[src/rtl/clock_edge_monitor.sv]
// clock_edge_monitor
// Brings a slow, asynchronous square wave (typically a divided clock) into the
// i_clk domain, turns its edges into single-cycle rise/fall strobes, measures
// the number of i_clk cycles between consecutive edges and flags an input that
// has stopped toggling. Downstream logic should use o_rise/o_fall as clock
// enables rather than clocking anything from i_tick_clk itself.
//
// Behaviour summary:
//   - i_tick_clk -> s1 -> s2 -> s3; s1/s2 resolve metastability, s3 is history.
//   - A change sampled at i_clk edge k shows up on o_rise/o_fall after edge k+2.
//   - cnt restarts at 1 on every edge and saturates at TIMEOUT.
//   - The first edge after reset or after a stall only arms the measurement;
//     every later edge captures cnt into o_half_period.
//   - An edge in the same cycle that cnt reaches TIMEOUT still captures.
//   - Reaching TIMEOUT without an edge reports a stall and drops the
//     measurement, regardless of whether the block was ever armed.
// No valid/ready handshakes: all outputs are free-running registered levels
// or single-cycle strobes.

module clock_edge_monitor #(
  parameter int                   COUNT_WIDTH = 24,
  parameter logic [COUNT_WIDTH:0] TIMEOUT     = (COUNT_WIDTH+1)'(12_000_000)
) (
  input  logic                   i_clk,
  input  logic                   i_rst_n,
  input  logic                   i_tick_clk,
  output logic                   o_rise,
  output logic                   o_fall,
  output logic [COUNT_WIDTH:0]   o_half_period,
  output logic                   o_period_valid,
  output logic                   o_stalled
);

  logic                 s1;
  logic                 s2;
  logic                 s3;
  logic [COUNT_WIDTH:0] cnt;
  logic                 armed;

  logic                 rise_e;
  logic                 fall_e;
  logic                 edge_e;
  logic                 at_timeout;

  // Edge events derived from the synchronized level and its one-cycle history.
  always_comb begin
    rise_e     = s2 & ~s3;
    fall_e     = ~s2 & s3;
    edge_e     = rise_e | fall_e;
    at_timeout = (cnt == TIMEOUT);
  end

  // Two-flop synchronizer plus history flop for edge detection.
  always_ff @(posedge i_clk or negedge i_rst_n) begin
    if (!i_rst_n) begin
      s1 <= 1'b0;
      s2 <= 1'b0;
      s3 <= 1'b0;
    end else begin
      s1 <= i_tick_clk;
      s2 <= s1;
      s3 <= s2;
    end
  end

  // Registered single-cycle strobes; rise_e and fall_e are mutually exclusive.
  always_ff @(posedge i_clk or negedge i_rst_n) begin
    if (!i_rst_n) begin
      o_rise <= 1'b0;
      o_fall <= 1'b0;
    end else begin
      o_rise <= rise_e;
      o_fall <= fall_e;
    end
  end

  // Interval counter: restarts at 1 on an edge, saturates at TIMEOUT.
  always_ff @(posedge i_clk or negedge i_rst_n) begin
    if (!i_rst_n) begin
      cnt <= '0;
    end else if (edge_e) begin
      cnt <= (COUNT_WIDTH+1)'(1);
    end else if (!at_timeout) begin
      cnt <= cnt + 1'b1;
    end
  end

  // Arming, capture and stall tracking; an edge always takes priority over
  // the timeout so an interval of exactly TIMEOUT is still a valid capture.
  always_ff @(posedge i_clk or negedge i_rst_n) begin
    if (!i_rst_n) begin
      armed          <= 1'b0;
      o_half_period  <= '0;
      o_period_valid <= 1'b0;
      o_stalled      <= 1'b0;
    end else if (edge_e) begin
      armed     <= 1'b1;
      o_stalled <= 1'b0;
      if (armed && !o_stalled) begin
        o_half_period  <= cnt;
        o_period_valid <= 1'b1;
      end
    end else if (at_timeout) begin
      armed          <= 1'b0;
      o_stalled      <= 1'b1;
      o_period_valid <= 1'b0;
      o_half_period  <= '0;
    end
  end

endmodule

[config.mk]
export PLATFORM = sky130hd
export DESIGN_NAME = clock_edge_monitor
export DESIGN_NICKNAME = d
export VERILOG_FILES = /design/src/rtl/clock_edge_monitor.sv
export SDC_FILE = /design/constraint.sdc
export NUM_CORES = 1
export LEC_CHECK = 0
export CAP_MARGIN = 10
export CORE_MARGIN = 1.5
export CORE_UTILIZATION = 58
export CTS_CLUSTER_DIAMETER = 150
export CTS_CLUSTER_SIZE = 28
export DETAILED_ROUTE_END_ITERATION = 8
export GPL_TIMING_DRIVEN = 0
export PLACE_DENSITY = 0.9
export SYNTH_ARGS = -nofsm -noshare
export SYNTH_HDL_FRONTEND = slang
export SYNTH_SLANG_ARGS = --single-unit
[constraint.sdc]
create_clock -name i_clk -period 6.6 [get_ports i_clk]
set_input_delay 0.66 -clock i_clk [delete_from_list [all_inputs] [get_ports i_clk]]
set_output_delay 0.66 -clock i_clk [all_outputs]
set_load 0.01 [all_outputs]
==> run summary, run 1 <==
The logs give 0 for the detailed-route DRC error count and 340 ps for the insertion delay to the later sink of the worst-skew pair. The final hold violation count is 0. The number of buffer cells added on primary ports is 31, and the vias after detailed routing is 2138. The tools report the relative max-transition margin as 0.630. For the count of yosys warnings during synthesis, the log shows 0. STA puts the critical path data arrival time at 2770 ps. Using the TritonRoute via totals, the vias-per-cell ratio works out to 5.75. Setup repair after global routing left no endpoint under its margin.

For the sequential share of the synthesized area, the log shows 0.546. The diode insertion count for antenna repair was 0. The flow ran to the end, and the final reports show no timing, DRC or antenna violations.

The die height was 70.7 um. The fraction of final layout cells sized beyond drive strength 1 was 0.0969; the part of the power in the clock network was 0.411. Summed over all cells, the static leakage comes to 1.35 nW.

The count of nets left with antenna violations once routing finished came out at 0. After global routing the overflow that remains totals 0. The logs give 0.091 for the logic gate share of total power and 2660 sq um for the post-synth design cell area. The routed design has 5840 um of wire. The top cell types in the final layout, fill and taps aside, are 58 x sky130_fd_sc_hd__dfrtp_1, 56 x sky130_fd_sc_hd__nand2_1, 30 x sky130_fd_sc_hd__clkdlybuf4s50_1.

The max-slew violation count came out at 0. The HPWL reported at the end of detailed placement is 3990 um. Leaving out fill and tap cells, the most frequent cell in the layout is sky130_fd_sc_hd__dfrtp_1.

The first-pass iteration count of the detailed router was 4. The number of nets handed over by synthesis was 280. Hold repair after CTS inserted 0 buffers. Total power of the final layout: 756 uW. In the final routed layout, each cell accounts on average for 15.7 um. The floorplan step defined a die boundary enclosing 4990 sq um. The tools report the clock net sink count as 58. For the number of global-route vias before repair, the log shows 2067. For the worst setup path, the data required time is 6810 ps. 32 I/O pins were placed. The share of the core filled with cells was 0.738. From synthesis to final layout, the design area changed by 21.8%.

IR analysis of the VDD net gives a maximum drop of 192 uV. In this run the clock root is driven by a sky130_fd_sc_hd__clkbuf_8. In this run, the number of DRC markers left after iteration 0 of detailed routing was 133. The analysis attributes to net switching a power of 190 uW. TritonCTS built the clock tree. At the pin with the least slew margin, the transition time is 555 ps. The number of filler cells placed in the layout was 321; the count of different cell masters after synthesis was 39. The tools report the startpoint class of the critical path as a flop. The congestion estimate from routability-driven global placement came to 0.828. In this run the deepest clock path goes through 2 buffers.

The all-layer global routing usage was 0.258. For this run, the leading register cell type out of synthesis is sky130_fd_sc_hd__dfrtp_1. The total area inside the core boundary comes to 4380 sq um. The maximum frequency from static timing analysis is 390 MHz, and the shortest period the worst path allows is 2560 ps. CTS built an H-tree with a depth of 3. The first-pass GRT wire length was 9890 um. Path class of the lowest-slack min-delay path: in -> async. After floorplanning, the core was divided into 24 placement rows. The run gives 9 as the TritonCTS buffer count. The register clock-pin slew on the reported worst setup and hold paths came out at 60 ps.

After technology mapping, the gate count stands at 273. Setup violations remaining at the end of the flow were counted as 0. The setup path with the least slack is of type reg -> reg. STA classifies the critical path endpoint as a flop. Setup TNS: 0 ps. The tools report the sequential share of power as 0.498. The horizontal die dimension is 70.7 um, and the number of max-cap violations is 0. The number of register bits inferred by synthesis works out to 58. A synthesized cell averages 9.73 sq um. The internal portion of the total power is 565 uW. The final layout contains 323 nets. The total of cells resized after clock tree synthesis was 0; the initial antenna violation count was 0. For this design the ratio of total power to cell area is 234 nW/um^2.

The share of total power consumed by net switching is 0.252. In this run, synthesis inferred 0 flip-flops with an integrated enable. The period utilization was 0.388. The initial core utilization was 0.606. Entering global routing, the biggest net connects 35 pins.

The worst-case clock skew was 7.49 ps; the register-to-register path setup slack was 4040 ps. The highest fanout seen on the critical path was 10; the number of setup buffers added after CTS was 0. The proportion of register bits with asynchronous set or reset after synthesis works out to 1.00.
==> flip-flops by register name, indices dropped and copies added (netlist names) <==
| register | count |
|---|---|
| o_fall | 1 |
| s3 | 1 |
| o_period_valid | 1 |
| s1 | 1 |
| o_stalled | 1 |
| o_half_period | 25 |
| s2 | 1 |
| cnt | 25 |
| o_rise | 1 |
| armed | 1 |
==> cells in the mapped netlist, types with 2 or more instances <==
library cell	n	share of area
sky130_fd_sc_hd__o31ai_1	6	0.017
sky130_fd_sc_hd__mux2i_1	3	0.011
sky130_fd_sc_hd__dfrtp_1	58	0.55
sky130_fd_sc_hd__o21ai_1	6	0.011
sky130_fd_sc_hd__inv_1	11	0.016
sky130_fd_sc_hd__nand2_1	56	0.079
sky130_fd_sc_hd__and4_1	2	0.0066
sky130_fd_sc_hd__and3_1	2	0.0047
sky130_fd_sc_hd__buf_4	4	0.011
sky130_fd_sc_hd__nand3_1	9	0.017
sky130_fd_sc_hd__nor3_1	4	0.0075
sky130_fd_sc_hd__nor4b_1	2	0.0066
sky130_fd_sc_hd__xor2_1	4	0.013
sky130_fd_sc_hd__or3_1	3	0.0071
sky130_fd_sc_hd__xnor2_1	6	0.020
sky130_fd_sc_hd__a21oi_1	12	0.023
sky130_fd_sc_hd__buf_6	2	0.0085
sky130_fd_sc_hd__or4_1	7	0.020
sky130_fd_sc_hd__clkbuf_1	7	0.0099
sky130_fd_sc_hd__or4_2	2	0.0066
sky130_fd_sc_hd__nor4_1	5	0.012
sky130_fd_sc_hd__nor2_1	14	0.020
sky130_fd_sc_hd__ha_1	4	0.019
sky130_fd_sc_hd__o21ai_0	19	0.036
sky130_fd_sc_hd__o22ai_1	7	0.016
sky130_fd_sc_hd__nand4_1	4	0.0094
sky130_fd_sc_hd__and2_1	2	0.0047
==> logic make-up after synthesis <==
group	Yosys count	share of synthesized area
AND/OR/NAND/NOR	119	0.231
AO/OA/AOI/OAI	52	0.109
buffers and inverters	27	0.0499
XOR/XNOR	10	0.0330
flip-flops	58	0.546
adder cells (fa/ha/maj)	4	0.0188
multiplexers	3	0.0113
==> through the flow <==
| stage | setup WS, ps | hold WS, ps | instances | area [sq um] |
|---|---|---|---|---|
| 6_report | 4040 | 308 | 372 | 3240 |
| 5_1_grt | 3760 | 353 | 372 | 3240 |
| 4_1_cts | 4020 | 320 | 372 | 3240 |
| 3_5_place_dp | 4040 | 337 | 357 | 3050 |
| 3_3_place_gp | 3140 | 341 | 356 | 3030 |
| 2_1_floorplan | 4540 | 331 | 273 | 2660 |
==> critical path, stage by stage (launching register included) <==
cell                       delay, ps
sky130_fd_sc_hd__dfrtp_1         380
sky130_fd_sc_hd__inv_1            60
sky130_fd_sc_hd__ha_1            270
sky130_fd_sc_hd__clkbuf_1        360
sky130_fd_sc_hd__clkinv_1        370
sky130_fd_sc_hd__and3_1          250
sky130_fd_sc_hd__clkbuf_1        240
sky130_fd_sc_hd__buf_1           300
sky130_fd_sc_hd__nand2_1         120
sky130_fd_sc_hd__o21ai_0          90
==> worst paths after layout <==
check	startpoint	to	depth (start not counted)
max	s2	o_half_period[13]	9
min	i_rst_n	cnt[7]	1
max reg2reg	s2	o_half_period[13]	9
min reg2reg	s1	s2	0
max in group asynchronous	i_rst_n	o_half_period[16]	2
min in group i_clk	s1	s2	0
==> power by group through the flow <==
| stage | Clock [mW] | Sequential, mW | Combinational (mW) |
|---|---|---|---|
| 6_report | 0.311 | 0.377 | 0.0685 |
| 5_1_grt | 0.330 | 0.378 | 0.0766 |
| 4_1_cts | 0.315 | 0.376 | 0.0694 |
| 3_5_place_dp | 0 | 0.382 | 0.0685 |
| 3_3_place_gp | 0 | 0.382 | 0.0654 |
| 2_1_floorplan | 0 | 0.383 | 0.0335 |
==> final cells by class <==
type / count / area (sq um) / area share
Inverter: 12 / 45.0 / 0.0139
Tap cell: 52 / 65.1 / 0.0201
Clock inverter: 2 / 10.0 / 0.00309
Buffer: 15 / 87.6 / 0.0271
Sequential cell: 58 / 1450 / 0.449
Clock buffer: 13 / 179 / 0.0553
Timing Repair Buffer: 32 / 325 / 0.101
Multi-Input combinational cell: 188 / 1070 / 0.331
==> routing by layer <==
layer	global-route usage	vias up	share of wire
met4	0.105	0	0.024
met5	0	-	0
li1	-	1033	-
met3	0.0840	9	0.049
met2	0.388	61	0.46
met1	0.350	1035	0.47
No activity file was read; power rests on OpenSTA's default activity.
==> run 2, diff against run 1 <==
--- a/config.mk
+++ b/config.mk
@@ -7,12 +7,12 @@
 export LEC_CHECK = 0
 export CAP_MARGIN = 10
 export CORE_MARGIN = 1.5
-export CORE_UTILIZATION = 58
+export CORE_UTILIZATION = 55
 export CTS_CLUSTER_DIAMETER = 150
 export CTS_CLUSTER_SIZE = 28
 export DETAILED_ROUTE_END_ITERATION = 8
 export GPL_TIMING_DRIVEN = 0
-export PLACE_DENSITY = 0.9
+export PLACE_DENSITY = 0.86
 export SYNTH_ARGS = -nofsm -noshare
 export SYNTH_HDL_FRONTEND = slang
 export SYNTH_SLANG_ARGS = --single-unit
==> constraint.sdc (replaced) <==
create_clock -name i_clk -period 2.5 [get_ports i_clk]
set_input_delay 0.25 -clock i_clk [delete_from_list [all_inputs] [get_ports i_clk]]
set_output_delay 0.25 -clock i_clk [all_outputs]
set_load 0.01 [all_outputs]
==> run 2 against run 1 <==
Against the previous run:
- clock skew grew 3.5 ps
- critical path depth shrank 1
- combinational power increased to 2.7 times the previous value
- wire length increased by 2.9%
- highest routed layer unchanged
- sequential cell count unchanged
- fmax rose by 9.4%
- setup slack lost 3900 ps
- sequential share of layout area fell by 1.2 points
- sequential power rose to 2.6 times the previous value
- utilization fell by 2.9 points
==> run summary, run 2 (synthesis gave the netlist of run 1 again) <==
The vias after detailed routing was 2187 (+2.3%). Leaving out fill and tap cells, the most frequent cells in the layout are 58 x sky130_fd_sc_hd__dfrtp_1, 56 x sky130_fd_sc_hd__nand2_1, 30 x sky130_fd_sc_hd__clkdlybuf4s50_1. Setup repair after global routing left no endpoint under its margin. The highest fanout seen on the critical path was 10 (unchanged).

The fraction of final layout cells sized beyond drive strength 1 is 0.118 (+0.0208). The overall overflow remaining after global route is 0 (unchanged), and the number of buffer cells added on primary ports is 31 (unchanged). The tools report the startpoint class of the critical path as a flop. The number of filler cells placed in the layout came out at 330 (+2.8%). The final worst setup slack is 157 ps (-3880 ps), and the die area is 5260 sq um (+5.2%).

The run gives 36 (+2.9%) as the pin count of the biggest net entering global routing. The number of stages on the worst setup path is 8 (-1), and the area of the placeable core is 4690 sq um (+7.0%). The register clock-pin slew on the reported worst setup and hold paths is 70 ps (about the same). TritonCTS built the clock tree. The detailed-route DRC error count is 0 (unchanged), and the cell row count is 25 (+4.2%). The number of buffers on the longest clock path is 2 (unchanged), and the number of global-route vias before repair is 2119 (+2.5%).

The horizontal die dimension works out to 72.5 um (+2.6%). The flow ran to the end, and the final reports show no timing, DRC or antenna violations. The run gives 0.866 (+4.6%) as the global placer's final weighted congestion.

The signal on the critical path passes through inv_2, ha_1, or4b_1, or3_4, nor3_4, buf_12, buf_4, o21ai_0. The run gives 11.0 ps (+3.54 ps) as the worst-case clock skew. Leaving out fill and tap cells, the most frequent cell in the layout is sky130_fd_sc_hd__dfrtp_1.

For the diode insertion count for antenna repair, the log shows 0 (unchanged). The count of nets after finishing was 325 (+0.62%). The first-pass iteration count of the detailed router was 4 (unchanged); the met3 layer usage reported by global route was 0.0778 (-0.00627). The logs give 2700 ps (-4110 ps) for the required time of the critical path and 32 (unchanged) for the count of pins on the block boundary.

The per-cell via count in the routed design came out at 5.80 (+0.94%). The run gives 0 (unchanged) as the number of max-cap violations. met2 is the most crowded layer. The combined area of the multi-input logic cells was 1070 sq um (unchanged).

The min-delay analysis places its worst path in the category reg -> reg. The run gives 0 ps (unchanged) as the setup TNS. The mean routed wirelength per cell came out at 15.9 um (+1.5%). The tools report the buffer type at the clock tree root as sky130_fd_sc_hd__clkbuf_8. The run gives 0 (unchanged) as the final setup violation count. The post-placement cell area came out at 3050 sq um (about the same).

The largest stage delay on the critical path was 450 ps (+70 ps). The power per cell area works out to 658 nW/um^2 (+180%). STA classifies the critical path endpoint as a flop. The maximum ir drop on the vdd rail was 437 uV (+130%); the area taken by flip-flops and latches was 1450 sq um (unchanged). The initial core utilization was 0.566 (-0.0397). The largest registers in the layout are cnt: 25 flops, o_half_period: 25 flops. The max-slew violation count was 0 (unchanged); the die height was 72.5 um (+2.6%). The number of H-tree branching levels was 3 (unchanged). The logs give 0.621 (-0.00883) for the relative max-transition margin and 6010 um (+2.9%) for the post-detailed-routing wire length. The fraction of met2 tracks used by global routing came out at 0.376 (-0.0123). Category of the most critical setup path: reg -> reg. The insertion delay to the later sink of the worst-skew pair is 340 ps (about the same). The worst hold path passes through 0 cells.

The final hold violation count is 0 (unchanged). The worst setup slack after placement was -42.9 ps (-4080 ps). Fraction of met1 tracks used by global routing: 0.354 (+0.00330).

The run gives 2.19 mW (+190%) as the total power of the final layout. The remaining number of nets flagged by the antenna check after routing was 0 (unchanged); the first-pass GRT wire length was 10000 um (+1.5%). The clock net sink count was 58 (unchanged). The maximum frequency from static timing analysis was 427 MHz (+9.4%).

The share of the core filled with cells came out at 0.709 (-0.0295). The cell with the largest stage delay on the worst path is sky130_fd_sc_hd__or4b_1. The run gives 3320 sq um (+2.7%) as the final design area excluding fillers. The logic depth of the worst register-to-register path was 8 (-1); the initial antenna violation count was 0 (unchanged).

The period utilization was 0.937 (+0.549); the TritonCTS buffer count was 9 (unchanged). The tools report the data arrival time of the critical path as 2540 ps (-230 ps). Dominant delay contributor by cell family on the critical path: simple AND/OR/NAND/NOR gates. The HPWL reported at the end of detailed placement is 4060 um (+1.9%). The critical path buffer and inverter count works out to 3 (-2).

From synthesis to final layout, the design area changed by 25.2%. The shortest period the worst path allows came out at 2340 ps (-220 ps). The DRC marker count from the first detailed-route iteration is 192 (+44%).

The transition time at the pin with the least slew margin works out to 568 ps (+13.2 ps). The all-layer global routing usage was 0.257 (-0.00108); the total leakage power was 1.39 nW (+3.2%).
[run 2: cell types whose count changed in the layout (fill, tap and decap cells not counted)]
cell,previous run,this run
sky130_fd_sc_hd__inv_1,11,10
sky130_fd_sc_hd__clkbuf_2,0,2
sky130_fd_sc_hd__buf_12,1,2
sky130_fd_sc_hd__buf_4,4,5
sky130_fd_sc_hd__inv_2,0,1
sky130_fd_sc_hd__clkinv_1,1,0
sky130_fd_sc_hd__bufinv_16,0,2
sky130_fd_sc_hd__buf_1,1,0
sky130_fd_sc_hd__clkbuf_8,13,12
sky130_fd_sc_hd__clkinvlp_4,0,1
sky130_fd_sc_hd__dlygate4sd3_1,0,1
sky130_fd_sc_hd__clkbuf_1,7,5
[run 2: layer usage]
| layer | wire length, um | share of wire | up-vias |
|---|---|---|---|
| li1 | - | - | 1046 |
| met4 | 95 | 0.016 | 0 |
| met3 | 329 | 0.055 | 9 |
| met5 | 0 | 0 | - |
| met2 | 2870 | 0.48 | 83 |
| met1 | 2710 | 0.45 | 1049 |
[run 2: cell type report]
type | count | share of cell area
timing repair buffer | 35 | 0.109
sequential | 58 | 0.437
clock inverter | 4 | 0.0218
tap | 54 | 0.0203
inverter | 12 | 0.0139
clock buffer | 12 | 0.0497
buffer | 14 | 0.0260
multi-input combinational | 188 | 0.323
[run 2: final timing paths]
check                        start  slack (ps)               end
setup / recovery            cnt[0]         160  o_half_period[8]
hold / removal                  s1         350                s2
setup reg to reg            cnt[0]         160  o_half_period[8]
hold reg to reg                 s1         350                s2
max in group asynchronous  i_rst_n        1480           cnt[22]
min in group asynchronous  i_rst_n         450  o_half_period[7]
[run 2: report_power, final]
group | switching (mW) | internal, mW
Combinational | 0.114 | 0.0687
Clock | 0.370 | 0.641
Sequential | 0.0277 | 0.967
[run 2: metrics by stage]
step	std cells	hold slack, ps
floorplan	273	-45.6
global placement	358	339
detailed placement	359	269
CTS	376	353
global route	377	347
finish	377	354
[run 2: worst register-to-register path, cell delays in order, from the launching register on]
cell                      delay [ps]
sky130_fd_sc_hd__dfrtp_1         430
sky130_fd_sc_hd__inv_2           110
sky130_fd_sc_hd__ha_1            150
sky130_fd_sc_hd__or4b_1          450
sky130_fd_sc_hd__or3_4           390
sky130_fd_sc_hd__nor3_4          230
sky130_fd_sc_hd__buf_12          150
sky130_fd_sc_hd__buf_4           170
sky130_fd_sc_hd__o21ai_0         130
[run 2: repair_timing]
action	4_1_cts	5_1_grt
setup endpoints to repair	7	24
setup buffers	0	2
resized for setup	1	4
endpoints found under the hold margin	23	0
hold buffers	1	0
pin swaps	0	2
==> run 3, diff against run 2 <==
--- a/config.mk
+++ b/config.mk
@@ -8,7 +8,6 @@
 export CAP_MARGIN = 10
 export CORE_MARGIN = 1.5
 export CORE_UTILIZATION = 55
-export CTS_CLUSTER_DIAMETER = 150
 export CTS_CLUSTER_SIZE = 28
 export DETAILED_ROUTE_END_ITERATION = 8
 export GPL_TIMING_DRIVEN = 0
==> results of run 3 <==
Same layout as run 2: the final DEF is identical, and so are final timing and power.
==> edit, RTL diff (flow settings as in run 2) <==
Put one more register stage on the output `o_stalled`, cleared by the reset. The value now appears one clock later. The other outputs are not delayed to match.
--- a/src/rtl/clock_edge_monitor.sv
+++ b/src/rtl/clock_edge_monitor.sv
@@ -32,2 +32,4 @@
 );
+
+  logic o_stalled_s0;
 
@@ -94,7 +96,7 @@
       o_period_valid <= 1'b0;
-      o_stalled      <= 1'b0;
+      o_stalled_s0   <= 1'b0;
     end else if (edge_e) begin
       armed     <= 1'b1;
-      o_stalled <= 1'b0;
-      if (armed && !o_stalled) begin
+      o_stalled_s0 <= 1'b0;
+      if (armed && !o_stalled_s0) begin
         o_half_period  <= cnt;
@@ -104,3 +106,3 @@
       armed          <= 1'b0;
-      o_stalled      <= 1'b1;
+      o_stalled_s0   <= 1'b1;
       o_period_valid <= 1'b0;
@@ -110,2 +112,10 @@
 
+  always_ff @(posedge i_clk or negedge i_rst_n) begin
+    if (!i_rst_n) begin
+      o_stalled <= '0;
+    end else begin
+      o_stalled <= o_stalled_s0;
+    end
+  end
+
 endmodule
Function: no difference found for any inputs over 10 cycles, from zero or initial values and one cycle with i_rst_n low; that may be too few to reach the edited logic, so the function may still have changed.
==> edit against run 2 <==
Clock skew fell by 4.1 ps; power shrank 7.7%; sequential cell count increased by 1; count of clock-buffer cells in the layout up 3; setup slack got worse by 54 ps; utilization down 0.89 points; area after synthesis up 0.94%; highest routed layer unchanged; design area decreased by 0.60%; worst hold slack about the same; routed wire length is 2.8% lower; combinational power about the same.
==> edit: results (changes against run 2) <==
[routing]
drt_iter0_drc=196  ; +2.1%
routed_wl_um=5840  ; -2.8%
vias=2167  ; -0.91%

[critical_path]
reg2reg_to=o_half_period[9]$_DFFE_PN0P_
r2r_cells=7  ; -1
timing.rr.start=cnt[0]$_DFFE_PN0P_
crit_arrival_ps=2610  ; +70 ps
regToRegSetupSlack_ps=100  ; -50 ps

[final_layout]
fin_cells=391  ; +3.7%
nNetsFinal=326  ; +0.31%
fill_cells=362  ; +9.7%
drive_gt1_frac=0.105  ; -0.0127

[timing]
finClkSkew_ps=6.98  ; -4.05 ps
post-route-period-util=0.959  ; +0.0215
slew_headroom=0.629  ; +0.00728

[synthesis]
ys_seq_area_frac=0.551  ; +0.00423
ys_top_cells_by_area=dfrtp_1, nand2_1, o21ai_0
synth_common_cells=dfrtp_1, nand2_1, o21ai_0, nor2_1, a21oi_1
avgSynthCellArea_sq_um=9.79  ; +0.57%
synth.net_count=281  ; +0.36%
synth_top_area_frac=0.551  ; +0.00423

[grt]
grt_usage=0.250  ; -0.00715
grt_pass1_wl_um=9900  ; -1.4%
grt_pass1_vias=2020  ; -4.7%

[placed_design]
dpl_worst_slack_ps=6.70  ; +49.6 ps
dpl.cell_count=373  ; +3.9%
gp_congestion=0.889  ; +2.7%
hpwl_um=4020  ; -1.0%

[min_path]
min_delay_worst_endpoint=s2$_DFF_PN0_
min_path_cells=0  ; unchanged

[pwr]
vdd_drop_max_mv=0.407  ; -7.0%
leakage_nw=1.38  ; -0.62%

[cts]
cts.path.max_buffers=2  ; unchanged

[outcome]
status=completed

-- edit: layout make-up --
cell class / count / area share
plain buffers: 14 / 0.0257
well taps: 67 / 0.0254
multi-input cells: 188 / 0.324
flip-flops and latches: 59 / 0.447
clock buffers: 15 / 0.0564
inverters: 12 / 0.0136
repair buffers: 35 / 0.106
clock inverters: 1 / 0.00151
-- edit: repair_timing --
item / CTS / global route
endpoints found under the setup margin: 0 / 24
buffers inserted: 0 / 2
endpoints found under the hold margin: 24 / 0
hold buffers: 1 / 0
resized for setup: 0 / 2
-- edit: cells by family (layout without fill, tap and decap cells) --
group	count (synthesis)	count (layout)	synth area share
buf+inv	27	77	0.0495
simple gates	119	119	0.229
mux	3	3	0.0112
xor+xnor	10	10	0.0327
compound gates	52	52	0.108
flops	59	59	0.551
fa+ha+maj	4	4	0.0187
-- edit: how the worst max path moves through the flow --
stage                  startpoint                            end  slack (ps)  cells after the start
2_1_floorplan  cnt[0]$_DFFE_PN0P_   o_half_period[0]$_DFFE_PN0P_         440                      7
3_3_place_gp              i_rst_n  o_half_period[18]$_DFFE_PN0P_        -620                      1
3_5_place_dp         s2$_DFF_PN0_  o_half_period[13]$_DFFE_PN0P_           7                      9
4_1_cts              s2$_DFF_PN0_  o_half_period[13]$_DFFE_PN0P_           7                      9
5_1_grt        cnt[0]$_DFFE_PN0P_  o_half_period[12]$_DFFE_PN0P_           9                      7
6_report       cnt[0]$_DFFE_PN0P_   o_half_period[9]$_DFFE_PN0P_         100                      7
-- edit: routing by layer --
metal,global-route usage,part of all wire
met1,0.354,0.46
met2,0.375,0.47
met3,0.0525,0.048
met4,0.105,0.017
met5,0,0
-- edit: power by group --
part	switching [mW]	internal [mW]	leakage, nW
combinational	0.115	0.0673	0.484
clock	0.359	0.468	0.0997
sequential	0.0270	0.984	0.796
-- edit: through the flow --
| stage | util | area [sq um] | hold WS, ps | total power [mW] |
|---|---|---|---|---|
| global placement | 0.651 | 3080 | 337 | 1.20 |
| CTS | 0.697 | 3290 | 353 | 2.03 |
| detailed placement | 0.654 | 3090 | 270 | 1.21 |
| global route | 0.700 | 3300 | 360 | 2.09 |
| finish | 0.700 | 3300 | 355 | 2.02 |
| floorplan | - | 2680 | -45.6 | 1.12 |
